==> config.mk <==
export PLATFORM = sky130hd
export DESIGN_NAME = if_fetch_stage
export DESIGN_NICKNAME = d
export VERILOG_FILES = /design/src/rtl/if_fetch_stage.sv
export SDC_FILE = /design/constraint.sdc
export NUM_CORES = 1
export LEC_CHECK = 0
export ABC_CLOCK_PERIOD_IN_PS = 13700
export BUFFER_PORTS_ARGS = -buffer_cell sky130_fd_sc_hd__clkbuf_2
export CAP_MARGIN = 20
export CORE_MARGIN = 2
export CORE_UTILIZATION = 59
export DETAILED_ROUTE_END_ITERATION = 10
export GPL_ROUTABILITY_DRIVEN = 0
export PLACE_DENSITY = 0.91
export SLEW_MARGIN = 20
export SYNTH_ARGS = -nofsm -noshare
export SYNTH_HDL_FRONTEND = slang
export SYNTH_SLANG_ARGS = --single-unit
==> constraint.sdc <==
create_clock -name Clk -period 13.7 [get_ports Clk]
set_input_delay 1.37 -clock Clk [delete_from_list [all_inputs] [get_ports Clk]]
set_output_delay 1.37 -clock Clk [all_outputs]
set_load 0.05 [all_outputs]
==> src/rtl/if_fetch_stage.sv <==
// Instruction-fetch control FSM (REQ/WAIT/FULL) and IF/ID pipeline register.
// Define IF_MISALIGN_CHK_EN to add the PC alignment check and the Misalign_ID output.
module if_fetch_stage #(
  parameter int                ADDR_W    = 32,
  parameter int                DATA_W    = 32,
  parameter logic [DATA_W-1:0] NOP_INSTR = '0
) (
  input  logic              Clk,
  input  logic              Reset,
  input  logic [ADDR_W-1:0] PC_IF,
  output logic              pc_stall,
  output logic              imem_req,
  output logic [ADDR_W-1:0] imem_addr,
  input  logic              imem_gnt,
  input  logic              imem_rvalid,
  input  logic [DATA_W-1:0] imem_rdata,
  input  logic              id_stall,
  input  logic              if_flush,
  output logic [DATA_W-1:0] Instr_ID,
  output logic [ADDR_W-1:0] PC_ID,
  output logic [ADDR_W-1:0] PC_Plus4_ID,
`ifdef IF_MISALIGN_CHK_EN
  output logic              Misalign_ID,
`endif
  output logic              Valid_ID
);

  typedef enum logic [1:0] {S_REQ, S_WAIT, S_FULL} state_t;

  state_t            state_q, state_d;
  logic              drop_q, drop_d;
  logic [ADDR_W-1:0] req_pc_q, req_pc_d;
  logic [ADDR_W-1:0] hold_pc_q, hold_pc_d;
  logic [DATA_W-1:0] hold_data_q, hold_data_d;
  logic [DATA_W-1:0] instr_q, instr_d;
  logic [ADDR_W-1:0] pc_q, pc_d;
  logic [ADDR_W-1:0] pc4_q, pc4_d;
  logic              valid_q, valid_d;
  logic              mis_q, mis_d;

  logic              can_load, misalign, gnt_acc, mis_load, load_en;
  logic [DATA_W-1:0] load_data;
  logic [ADDR_W-1:0] load_pc;

  assign can_load = !valid_q || !id_stall;

`ifdef IF_MISALIGN_CHK_EN
  assign misalign    = (PC_IF[1:0] != 2'b00);
  assign Misalign_ID = mis_q;
`else
  assign misalign = 1'b0;
`endif

  // State register and fetch bookkeeping
  always_ff @(posedge Clk or posedge Reset) begin
    if (Reset) begin
      state_q     <= S_REQ;
      drop_q      <= 1'b0;
      req_pc_q    <= '0;
      hold_pc_q   <= '0;
      hold_data_q <= '0;
    end else begin
      state_q     <= state_d;
      drop_q      <= drop_d;
      req_pc_q    <= req_pc_d;
      hold_pc_q   <= hold_pc_d;
      hold_data_q <= hold_data_d;
    end
  end

  // Next-state logic; also selects what (if anything) loads the ID register
  always_comb begin
    state_d     = state_q;
    drop_d      = drop_q;
    req_pc_d    = req_pc_q;
    hold_pc_d   = hold_pc_q;
    hold_data_d = hold_data_q;
    load_en     = 1'b0;
    load_data   = hold_data_q;
    load_pc     = hold_pc_q;
    case (state_q)
      S_REQ: begin
        if (gnt_acc) begin
          state_d  = S_WAIT;
          req_pc_d = PC_IF;
          drop_d   = if_flush;
        end
      end
      S_WAIT: begin
        if (imem_rvalid) begin
          drop_d = 1'b0;
          if (drop_q || if_flush) begin
            state_d = S_REQ;
          end else if (can_load) begin
            state_d   = S_REQ;
            load_en   = 1'b1;
            load_data = imem_rdata;
            load_pc   = req_pc_q;
          end else begin
            state_d     = S_FULL;
            hold_data_d = imem_rdata;
            hold_pc_d   = req_pc_q;
          end
        end else if (if_flush) begin
          drop_d = 1'b1;
        end
      end
      S_FULL: begin
        if (if_flush) begin
          state_d = S_REQ;
        end else if (can_load) begin
          state_d = S_REQ;
          load_en = 1'b1;
        end
      end
      default: state_d = S_REQ;
    endcase
  end

  // FSM outputs
  always_comb begin
    imem_req  = (state_q == S_REQ) && !misalign && !Reset;
    imem_addr = PC_IF;
    gnt_acc   = (state_q == S_REQ) && !misalign && imem_gnt;
    mis_load  = (state_q == S_REQ) && misalign && can_load && !if_flush;
    pc_stall  = !(gnt_acc || if_flush || mis_load);
  end

  // ID register: flush beats load, load beats consume, stall holds everything
  always_comb begin
    instr_d = instr_q;
    pc_d    = pc_q;
    pc4_d   = pc4_q;
    valid_d = valid_q;
    mis_d   = mis_q;
    if (if_flush) begin
      valid_d = 1'b0;
      instr_d = NOP_INSTR;
      mis_d   = 1'b0;
    end else if (load_en) begin
      instr_d = load_data;
      pc_d    = load_pc;
      pc4_d   = load_pc + ADDR_W'(4);
      valid_d = 1'b1;
      mis_d   = 1'b0;
    end else if (mis_load) begin
      instr_d = NOP_INSTR;
      pc_d    = PC_IF;
      pc4_d   = PC_IF + ADDR_W'(4);
      valid_d = 1'b1;
      mis_d   = 1'b1;
    end else if (valid_q && !id_stall) begin
      valid_d = 1'b0;
      instr_d = NOP_INSTR;
      mis_d   = 1'b0;
    end
  end

  always_ff @(posedge Clk or posedge Reset) begin
    if (Reset) begin
      instr_q <= NOP_INSTR;
      pc_q    <= '0;
      pc4_q   <= '0;
      valid_q <= 1'b0;
      mis_q   <= 1'b0;
    end else begin
      instr_q <= instr_d;
      pc_q    <= pc_d;
      pc4_q   <= pc4_d;
      valid_q <= valid_d;
      mis_q   <= mis_d;
    end
  end

  assign Instr_ID    = instr_q;
  assign PC_ID       = pc_q;
  assign PC_Plus4_ID = pc4_q;
  assign Valid_ID    = valid_q;

endmodule

==> results.toml, run 1 <==
[yosys]
synth-edff-count = 0
syn_area_um2 = 9010
ys.warnings.count = 0
synth_common_cells = "dfrtp_1, nand2_1, mux2_2"
synthCells = 810
yosys_most_used_dff = "dfrtp_1"
post-synth-top-count-cell = "dfrtp_1"
ys_types = 54
synth_top_area_share_pct = 53.9
yosysTopAreaCell = "dfrtp_1"
synth.top_cells.by_area = "dfrtp_1, mux2_2, mux2i_1, nand2_1, o21ai_0"
synth-seq-area-share_pct = 53.9
synth_seq_cells = 194
synthArstFlopShare_pct = 100
avgSynthCellArea_um2 = 11.1
syn_nets = 884

[sta]
slew_headroom_pct = 38.9
hold_violations = 0
slew_violations = 0
finalSetupViolCount = 0
holdWs_ns = 0.477
tightest_slew_ns = 0.917
tns_ns = 0
fin_skew_ns = 0.00848
fin_crit_ns = 4.76
rsz0062_at_grt = "no"
finalCritPeriodShare_pct = 34.7
fmax_ghz = 0.210

[worst_setup_path]
required_ns = 13.97
worstPathArrival_ns = 5.03
cp_max_fo = 54
cp-end-kind = "flip-flop"
crit_type = "input pin to flip-flop"
worstSetupStartpointType = "input pin"

[worst_hold_path]
hp-class = "flip-flop to flip-flop"

[global_route]
overflow = 0
grtUsageTotal_pct = 28.0
grt_pass1_vias = 6747
antenna_found_initial = 0
grt_max_degree = 129
grt_pass1_wl_mm = 35.6

[power_and_ir_drop]
vdd_ir_drop_max_mv = 0.107
combPwrFrac_pct = 34.8
clock_power_share_pct = 23.1
p_seq_share_pct = 42.1
internal_power_w = 0.00120
power_leakage_nw = 5.09
powerDensity_nw_per_um2 = 200
switchingPower_w = 0.000891
switching_share_pct = 42.5

[clock_network]
cts_tree = "done"
clk_latency_ns = 0.44
cts_hold_buffers = 0
cts.sinks = 194
clk_root_buffer_cell = "clkbuf_16"
cts_made_buffers = 17
post_cts_buffers = 0
htreeDepth = 4
cts_max_path_buffers = 2
ctsResizeCount = 0
clk_pin_slew_ns = 0.08

[run]
drv_cap = 0

[die]
die_x_um = 128
die_y_um = 128
row_count = 45
start_util_pct = 59.7
ios = 201
floorplan.core_area_um2 = 15100
dieArea_um2 = 16300

[layout]
diodes = 0
layout.nets = 1032
fin_util_pct = 69.3
drive_gt1_share_pct = 35.6
area_growth_pct = 16.1
num-fill-cells = 1054

[detailed_routing]
routed_wl_mm = 22.5
drc = 0
drtAntennaViolNets = 0
detail_route.vias_per_cell = 5.95
drt_first_pass_iters = 5
drt_iter0_drc = 609
via_count = 6898
wire_per_inst_um = 19.4

[outcome]
status = "finished, final reports clean"

[placed_design]
portBuffers = 200
dp_hpwl_mm = 14.9
power by group through the flow:
stage               logic (W)  clock network (W)  registers [W]
floorplan            0.000322                  0        0.00108
global placement     0.000698                  0       0.000866
detailed placement   0.000719                  0       0.000880
CTS                  0.000729           0.000489       0.000874
global route         0.000774           0.000513       0.000897
finish               0.000729           0.000484       0.000882
kinds of logic (layout without fill, tap and decap cells):
kind of cell	count (synthesis)	in the layout	synth area share, %
compound gates	136	136	8.72
buf+inv	84	245	5.29
simple gates	214	214	10.8
mux	153	153	18.3
fa+ha+maj	4	4	0.555
xor+xnor	25	25	2.43
flops	194	194	53.9
critical path, stage by stage:
cell and delay, ns:
clkbuf_2 0.17, nand4bb_1 0.59, nor2_4 0.75, buf_4 0.79, o21a_1 0.70, nor3_2 0.11
buf_4 0.27, nand2_1 0.12, o21ai_0 0.13
metrics by stage:
| step | worst slack [ns] | std cells | total power [W] | instance area [um^2] |
|---|---|---|---|---|
| 2_1_floorplan | 7.05 | 810 | 0.00140 | 9010 |
| 3_3_place_gp | 8.70 | 1127 | 0.00156 | 9890 |
| 3_5_place_dp | 8.61 | 1127 | 0.00160 | 9890 |
| 4_1_cts | 9.01 | 1159 | 0.00209 | 10500 |
| 5_1_grt | 8.72 | 1159 | 0.00218 | 10500 |
| 6_report | 8.94 | 1159 | 0.00209 | 10500 |
sequential cells by signal, indices dropped and copies added (netlist names):
register,flops
drop_q,1
Valid_ID,1
hold_pc_q,32
PC_ID,32
PC_Plus4_ID,30
req_pc_q,32
Instr_ID,32
hold_data_q,32
state_q,2
path summary, 6_finish.rpt:
check,startpoint,to,slack (ns),cells past startpoint
max,if_flush,Instr_ID[10]$_DFFE_PP0P_,8.94,9
min,PC_ID[11]$_DFFE_PP0P_,PC_ID[11]$_DFFE_PP0P_,0.48,2
max reg2reg,state_q[1]$_DFFE_PP0P_,Instr_ID[10]$_DFFE_PP0P_,9.33,10
min reg2reg,PC_ID[11]$_DFFE_PP0P_,PC_ID[11]$_DFFE_PP0P_,0.48,2
max in group asynchronous,Reset,PC_Plus4_ID[14]$_DFFE_PP0P_,11.19,3
min in group asynchronous,Reset,hold_data_q[2]$_DFFE_PP0P_,1.12,2
placed cells by master, fill, tap and decap left out, drive strengths merged, types with 2 or more instances in the layout:
cell,n
clkbuf,219
dfrtp,194
nand2,130
mux2,98
o21ai,91
mux2i,55
nand3,19
nor2,19
xor2,15
inv,12
nor3,11
nand4,10
xnor2,10
and3,9
a21oi,8
buf,8
a31oi,7
a21o,6
clkinv,5
ha,4
nor4,4
a211o,3
and2,2
nand2b,2
o21a,2
o211ai,2
a22oi,2
and4,2
o31a,2
a221o,2
per-layer routing:
layer | wire [um] | GRT usage (%)
met5 | 0 | 0
met4 | 675 | 11.4
met3 | 1590 | 5.95
met2 | 10600 | 43.4
met1 | 9640 | 39.0
layout make-up:
type                            count  area, um^2  share of cell area [%]
Clock inverter                     13         140                    1.34
Tap cell                          188         235                    2.25
Clock buffer                       19         433                    4.14
Sequential cell                   194        4850                    46.4
Multi-Input combinational cell    532        3710                    35.5
Timing Repair Buffer              208        1060                    10.1
Inverter                            5        26.3                   0.251
Power figures use the tool's default switching activity.
==> run 2: changes to the inputs <==
--- a/config.mk
+++ b/config.mk
@@ -5,14 +5,14 @@
 export SDC_FILE = /design/constraint.sdc
 export NUM_CORES = 1
 export LEC_CHECK = 0
-export ABC_CLOCK_PERIOD_IN_PS = 13700
+export ABC_CLOCK_PERIOD_IN_PS = 4000
 export BUFFER_PORTS_ARGS = -buffer_cell sky130_fd_sc_hd__clkbuf_2
 export CAP_MARGIN = 20
 export CORE_MARGIN = 2
-export CORE_UTILIZATION = 59
+export CORE_UTILIZATION = 49
 export DETAILED_ROUTE_END_ITERATION = 10
 export GPL_ROUTABILITY_DRIVEN = 0
-export PLACE_DENSITY = 0.91
+export PLACE_DENSITY = 0.81
 export SLEW_MARGIN = 20
 export SYNTH_ARGS = -nofsm -noshare
 export SYNTH_HDL_FRONTEND = slang
==> constraint.sdc (replaced) <==
create_clock -name Clk -period 4 [get_ports Clk]
set_input_delay 0.4 -clock Clk [delete_from_list [all_inputs] [get_ports Clk]]
set_output_delay 0.4 -clock Clk [all_outputs]
set_load 0.05 [all_outputs]
==> results.toml, run 2 (synthesized netlist as in run 1, its figures left out) <==
[outcome]
status = "finished, final reports clean"

[sta]
finalCritPeriodShare_pct = 80.7
finalSetupViolCount = 0
rsz0062_at_grt = "no"
tns_ns = 0
slew_violations = 0
slew_headroom_pct = 49.7
fin_crit_ns = 3.23
holdWs_ns = 0.205
hold_violations = 0
fmax_ghz = 0.310
tightest_slew_ns = 0.752
fin_skew_ns = 0.0107

[global_route]
grt_pass1_vias = 6427
overflow = 0
grtUsageTotal_pct = 21.7
grt_max_degree = 99
grt_pass1_wl_mm = 34.0
antenna_found_initial = 0

[layout]
drive_gt1_share_pct = 36.3
num-fill-cells = 1494
seq_area_um2 = 4850
mostFrequentLayoutCells = "clkbuf_2, dfrtp_1, nand2_1, mux2_2, o21ai_0"
multiInputGateArea_um2 = 3710
area_growth_pct = 17.7
final_common_cell = "clkbuf_2"
diodes = 0
layout.nets = 1040

[clock_network]
ctsResizeCount = 0
cts_made_buffers = 17
clk_latency_ns = 0.44
clk_pin_slew_ns = 0.07
clk_root_buffer_cell = "clkbuf_16"
htreeDepth = 4
cts.sinks = 194
cts_tree = "done"
cts_max_path_buffers = 2

[worst_setup_path]
r2r_start = "state_q[1]$_DFFE_PP0P_"
required_ns = 4.31
worstSetupStartpointType = "flip-flop"
cp-end-kind = "flip-flop"
r2r_cells = 12
reg2reg_to = "PC_Plus4_ID[18]$_DFFE_PP0P_"
crit_path_start = "state_q[1]$_DFFE_PP0P_"
cp_max_fo = 19
crit_path_end = "PC_Plus4_ID[18]$_DFFE_PP0P_"
crit_type = "flip-flop to flip-flop"
worstPathArrival_ns = 3.54
ff2ff_setup_slack_ns = 0.77

[detailed_routing]
drc = 0
detail_route.vias_per_cell = 5.47
wire_per_inst_um = 17.2
via_count = 6609
drt_first_pass_iters = 5
drt_iter0_drc = 429
drtAntennaViolNets = 0
routed_wl_mm = 20.8

[die]
die_x_um = 140
ios = 201
floorplan.core_area_um2 = 18000
start_util_pct = 50.0
row_count = 49
dieArea_um2 = 19500
die_y_um = 140

[power_and_ir_drop]
vdd_ir_drop_max_mv = 0.416
power_leakage_nw = 5.14
powerDensity_nw_per_um2 = 674

[run]
drv_cap = 0

[placed_design]
portBuffers = 200
dp_hpwl_mm = 15.1

[worst_hold_path]
hp-class = "input pin to flip-flop"
-- run 2: cell count changes in the layout (fill, tap and decap cells not counted) --
| cell | delta |
|---|---|
| buf_4 | +5 |
| clkinvlp_4 | +3 |
| inv_6 | -3 |
| buf_12 | +2 |
| clkbuf_1 | -2 |
| inv_8 | +2 |
| clkbuf_8 | +1 |
| clkinv_8 | -1 |
| dlygate4sd3_1 | +1 |
-- run 2: worst max-delay path, cell delays in order (launching register included) --
cell,delay [ns]
dfrtp_1,0.38
inv_1,0.08
ha_1,0.26
nor4bb_2,0.21
nand2_2,0.33
nand2_1,0.13
nand2_1,0.09
ha_1,0.25
nand3_1,0.15
o31a_1,0.49
nor4_1,0.47
xor2_1,0.19
o21ai_1,0.07
-- run 2: cell type report --
cell class	instances	area share [%]
Sequential cell	194	45.7
Timing Repair Buffer	216	10.8
Clock inverter	14	1.38
Clock buffer	18	4.14
Tap cell	229	2.70
Multi-Input combinational cell	532	35.0
Inverter	5	0.212
-- run 2: worst min-delay path by stage --
stage,startpoint,end,slack [ns],depth (start not counted)
after global routing,imem_rdata[8],hold_data_q[8]$_DFFE_PP0P_,0.21,2
after global placement,Reset,req_pc_q[5]$_DFFE_PP0P_,0.32,2
final,PC_IF[20],req_pc_q[20]$_DFFE_PP0P_,0.21,2
after floorplan,state_q[1]$_DFFE_PP0P_,state_q[1]$_DFFE_PP0P_,0.47,2
after CTS,imem_rdata[3],hold_data_q[3]$_DFFE_PP0P_,0.20,2
after detailed placement,Reset,req_pc_q[5]$_DFFE_PP0P_,0.32,2
-- run 2: report_power, final --
| group | total [W] | switching [W] | internal [W] |
|---|---|---|---|
| logic | 0.00248 | 0.00172 | 0.000758 |
| clock network | 0.00167 | 0.000776 | 0.000899 |
| registers | 0.00300 | 0.000504 | 0.00249 |
| total | 0.00715 | 0.00300 | 0.00415 |
-- run 2: repair_timing --
action	CTS	global route
hold buffers	1	0
setup buffers	0	0
hold endpoints to repair	2	0
-- run 2: per-layer routing --
metal | vias to the layer above | wire length [um] | global-route usage [%] | share of wire [%]
li1 | 3119 | - | - | -
met1 | 3231 | 9700 | 31.8 | 47
met5 | - | 0 | 0 | 0
met2 | 228 | 9510 | 32.8 | 46
met4 | 0 | 391 | 7.16 | 1.9
met3 | 31 | 1220 | 3.79 | 5.9
-- run 2: metrics by stage --
stage          setup WS [ns]  power [W]  instances  utilization (%)  area (um^2)
2_1_floorplan          0.498    0.00479        810                -         9020
3_3_place_gp           0.976    0.00541       1175             55.6        10000
3_5_place_dp           0.819    0.00550       1175             55.6        10000
4_1_cts                0.775    0.00719       1208             58.9        10600
5_1_grt                0.469    0.00751       1208             58.9        10600
6_report               0.770    0.00715       1208             58.9        10600
==> run 3: changes to the inputs <==
--- a/config.mk
+++ b/config.mk
@@ -5,14 +5,15 @@
 export SDC_FILE = /design/constraint.sdc
 export NUM_CORES = 1
 export LEC_CHECK = 0
-export ABC_CLOCK_PERIOD_IN_PS = 4000
+export ABC_AREA = 1
+export ABC_CLOCK_PERIOD_IN_PS = 2600
 export BUFFER_PORTS_ARGS = -buffer_cell sky130_fd_sc_hd__clkbuf_2
 export CAP_MARGIN = 20
 export CORE_MARGIN = 2
-export CORE_UTILIZATION = 49
+export CORE_UTILIZATION = 50
 export DETAILED_ROUTE_END_ITERATION = 10
 export GPL_ROUTABILITY_DRIVEN = 0
-export PLACE_DENSITY = 0.81
+export PLACE_DENSITY = 0.82
 export SLEW_MARGIN = 20
 export SYNTH_ARGS = -nofsm -noshare
 export SYNTH_HDL_FRONTEND = slang
==> constraint.sdc (replaced) <==
create_clock -name Clk -period 2.6 [get_ports Clk]
set_input_delay 0.26 -clock Clk [delete_from_list [all_inputs] [get_ports Clk]]
set_output_delay 0.26 -clock Clk [all_outputs]
set_load 0.05 [all_outputs]
==> results.toml, run 3 <==
[outcome]
status = "finished, final reports clean"

[global_route]
overflow = 0
grt_pass1_vias = 7613
grt_pass1_wl_mm = 38.0
grtUsageTotal_pct = 23.7
grt_max_degree = 78
antenna_found_initial = 0

[clock_network]
cts_tree = "done"
clk_latency_ns = 0.44
cts.sinks = 194
htreeDepth = 4
clk_root_buffer_cell = "clkbuf_16"
cts_made_buffers = 17
cts_max_path_buffers = 2
clk_pin_slew_ns = 0.07

[detailed_routing]
routed_wl_mm = 24.6
wire_per_inst_um = 15.4
drt_iter0_drc = 789
drtAntennaViolNets = 0
drc = 0
drt_first_pass_iters = 6
via_count = 8344
detail_route.vias_per_cell = 5.21

[yosys]
avgSynthCellArea_um2 = 8.23
post-synth-top-count-cell = "nand2_1"
synthCells = 1176
synth-seq-area-share_pct = 50.1
syn_area_um2 = 9680
synth_common_cells = "nand2_1, dfrtp_1, o21ai_0"
ys.warnings.count = 0
synth.top_cells.by_area = "dfrtp_1, nand2_1, o21ai_0, inv_1, buf_4"
syn_nets = 1250
yosys_most_used_dff = "dfrtp_1"
ys_types = 39
synth-edff-count = 0
synth_top_area_share_pct = 50.1
synth_seq_cells = 194
yosysTopAreaCell = "dfrtp_1"
synthArstFlopShare_pct = 100

[worst_setup_path]
worstSetupStartpointType = "flip-flop"
worstPathArrival_ns = 2.79
cp-end-kind = "flip-flop"
ff2ff_setup_slack_ns = 0.14
required_ns = 2.93
cp_max_fo = 7
crit_type = "flip-flop to flip-flop"

[die]
die_y_um = 143
start_util_pct = 51.4
row_count = 50
dieArea_um2 = 20500
ios = 201
floorplan.core_area_um2 = 18800
die_x_um = 143

[placed_design]
dpl_cell_area_um2 = 10700
portBuffers = 200
dp_hpwl_mm = 16.7

[sta]
hold_violations = 0
fmax_ghz = 0.406
finalCritPeriodShare_pct = 94.7
slew_violations = 0
fin_crit_ns = 2.46
tns_ns = 0
finalSetupViolCount = 0
rsz0062_at_grt = "no"
holdWs_ns = 0.0404
tightest_slew_ns = 0.639
fin_skew_ns = 0.0108
slew_headroom_pct = 57.4

[power_and_ir_drop]
powerDensity_nw_per_um2 = 959
vdd_ir_drop_max_mv = 0.606
power_leakage_nw = 5.81

[layout]
num-fill-cells = 1557
area_growth_pct = 18.5
diodes = 0
layout.nets = 1403
mostFrequentLayoutCells = "nand2_1, clkbuf_2, dfrtp_1, o21ai_0, inv_1"
multiInputGateArea_um2 = 3830
seq_area_um2 = 4850
final_common_cell = "nand2_1"
fin_util_pct = 61.0
drive_gt1_share_pct = 26.5
final_area_um2 = 11500

[worst_hold_path]
hp-class = "input pin to flip-flop"

[run]
drv_cap = 0
[run 3: cell count changes after synthesis, moves of 21 or more]
cell,previous run,this run
mux2_2,97,10
nand3_1,19,43
inv_1,5,125
mux2i_1,55,0
o21ai_0,89,160
nand2_2,2,23
nand2_1,128,376
nor2_1,18,52
[run 3: cells by family after synthesis]
group | after synthesis | share of synthesized area, %
AND/OR/NAND/NOR | 562 | 27.1
buffers and inverters | 222 | 10.9
flip-flops | 194 | 50.1
AO/OA/AOI/OAI | 182 | 10.0
multiplexers | 10 | 1.16
adder cells (fa/ha/maj) | 4 | 0.517
XOR/XNOR | 2 | 0.181
[run 3: routing by layer]
| layer | vias to the layer above | wire (um) | track usage [%] |
|---|---|---|---|
| li1 | 4002 | - | - |
| met4 | 0 | 674 | 9.64 |
| met1 | 3940 | 11100 | 34.5 |
| met3 | 58 | 1560 | 3.69 |
| met5 | - | 0 | 0 |
| met2 | 344 | 11300 | 35.4 |
[run 3: worst paths after layout]
path | start | end | depth (start not counted)
max | state_q[1]$_DFFE_PP0P_ | PC_Plus4_ID[24]$_DFFE_PP0P_ | 16
min | PC_IF[24] | req_pc_q[24]$_DFFE_PP0P_ | 3
max reg2reg | state_q[1]$_DFFE_PP0P_ | PC_Plus4_ID[24]$_DFFE_PP0P_ | 16
min reg2reg | PC_ID[9]$_DFFE_PP0P_ | PC_ID[9]$_DFFE_PP0P_ | 2
max in group asynchronous | Reset | req_pc_q[16]$_DFFE_PP0P_ | 4
min in group asynchronous | Reset | req_pc_q[2]$_DFFE_PP0P_ | 3
[run 3: final cells by class]
| class | instances | area share (%) |
|---|---|---|
| tap | 260 | 2.83 |
| sequential | 194 | 42.3 |
| clock buffer | 19 | 3.86 |
| clock inverter | 13 | 1.33 |
| multi-input combinational | 761 | 33.4 |
| inverter | 130 | 4.38 |
| timing repair buffer | 225 | 11.9 |
[run 3: worst max-delay path, cell delays in order, from the launching register on]
cell      delay (ns)
dfrtp_1         0.38
inv_1           0.10
ha_1            0.24
nand2_2         0.11
clkinv_4        0.12
nand4_1         0.20
nand2_2         0.18
ha_1            0.17
nand2_1         0.08
nor2_2          0.16
inv_1           0.12
nor2_2          0.16
nand2_1         0.08
nand2_1         0.07
nand2_1         0.06
nand2_1         0.06
nand2_1         0.05
[run 3: per-stage QoR]
step,worst slack (ns),total power (W),cells
final,0.137,0.0110,1602
after global routing,0.00401,0.0116,1602
after CTS,0.0393,0.0109,1595
after detailed placement,0.0709,0.00826,1562
after global placement,0.207,0.00814,1562
after floorplan,-0.164,0.00724,1176
[run 3: power by group]
group | total, W | switching, W | internal (W)
sequential | 0.00433 | 0.000532 | 0.00380
clock | 0.00266 | 0.00120 | 0.00146
combinational | 0.00402 | 0.00299 | 0.00103
[run 3: what timing repair did]
item,in CTS,in global routing
setup endpoints to repair,0,60
hold endpoints to repair,18,0
setup buffers,0,4
hold buffers,1,0
resized for setup,0,17
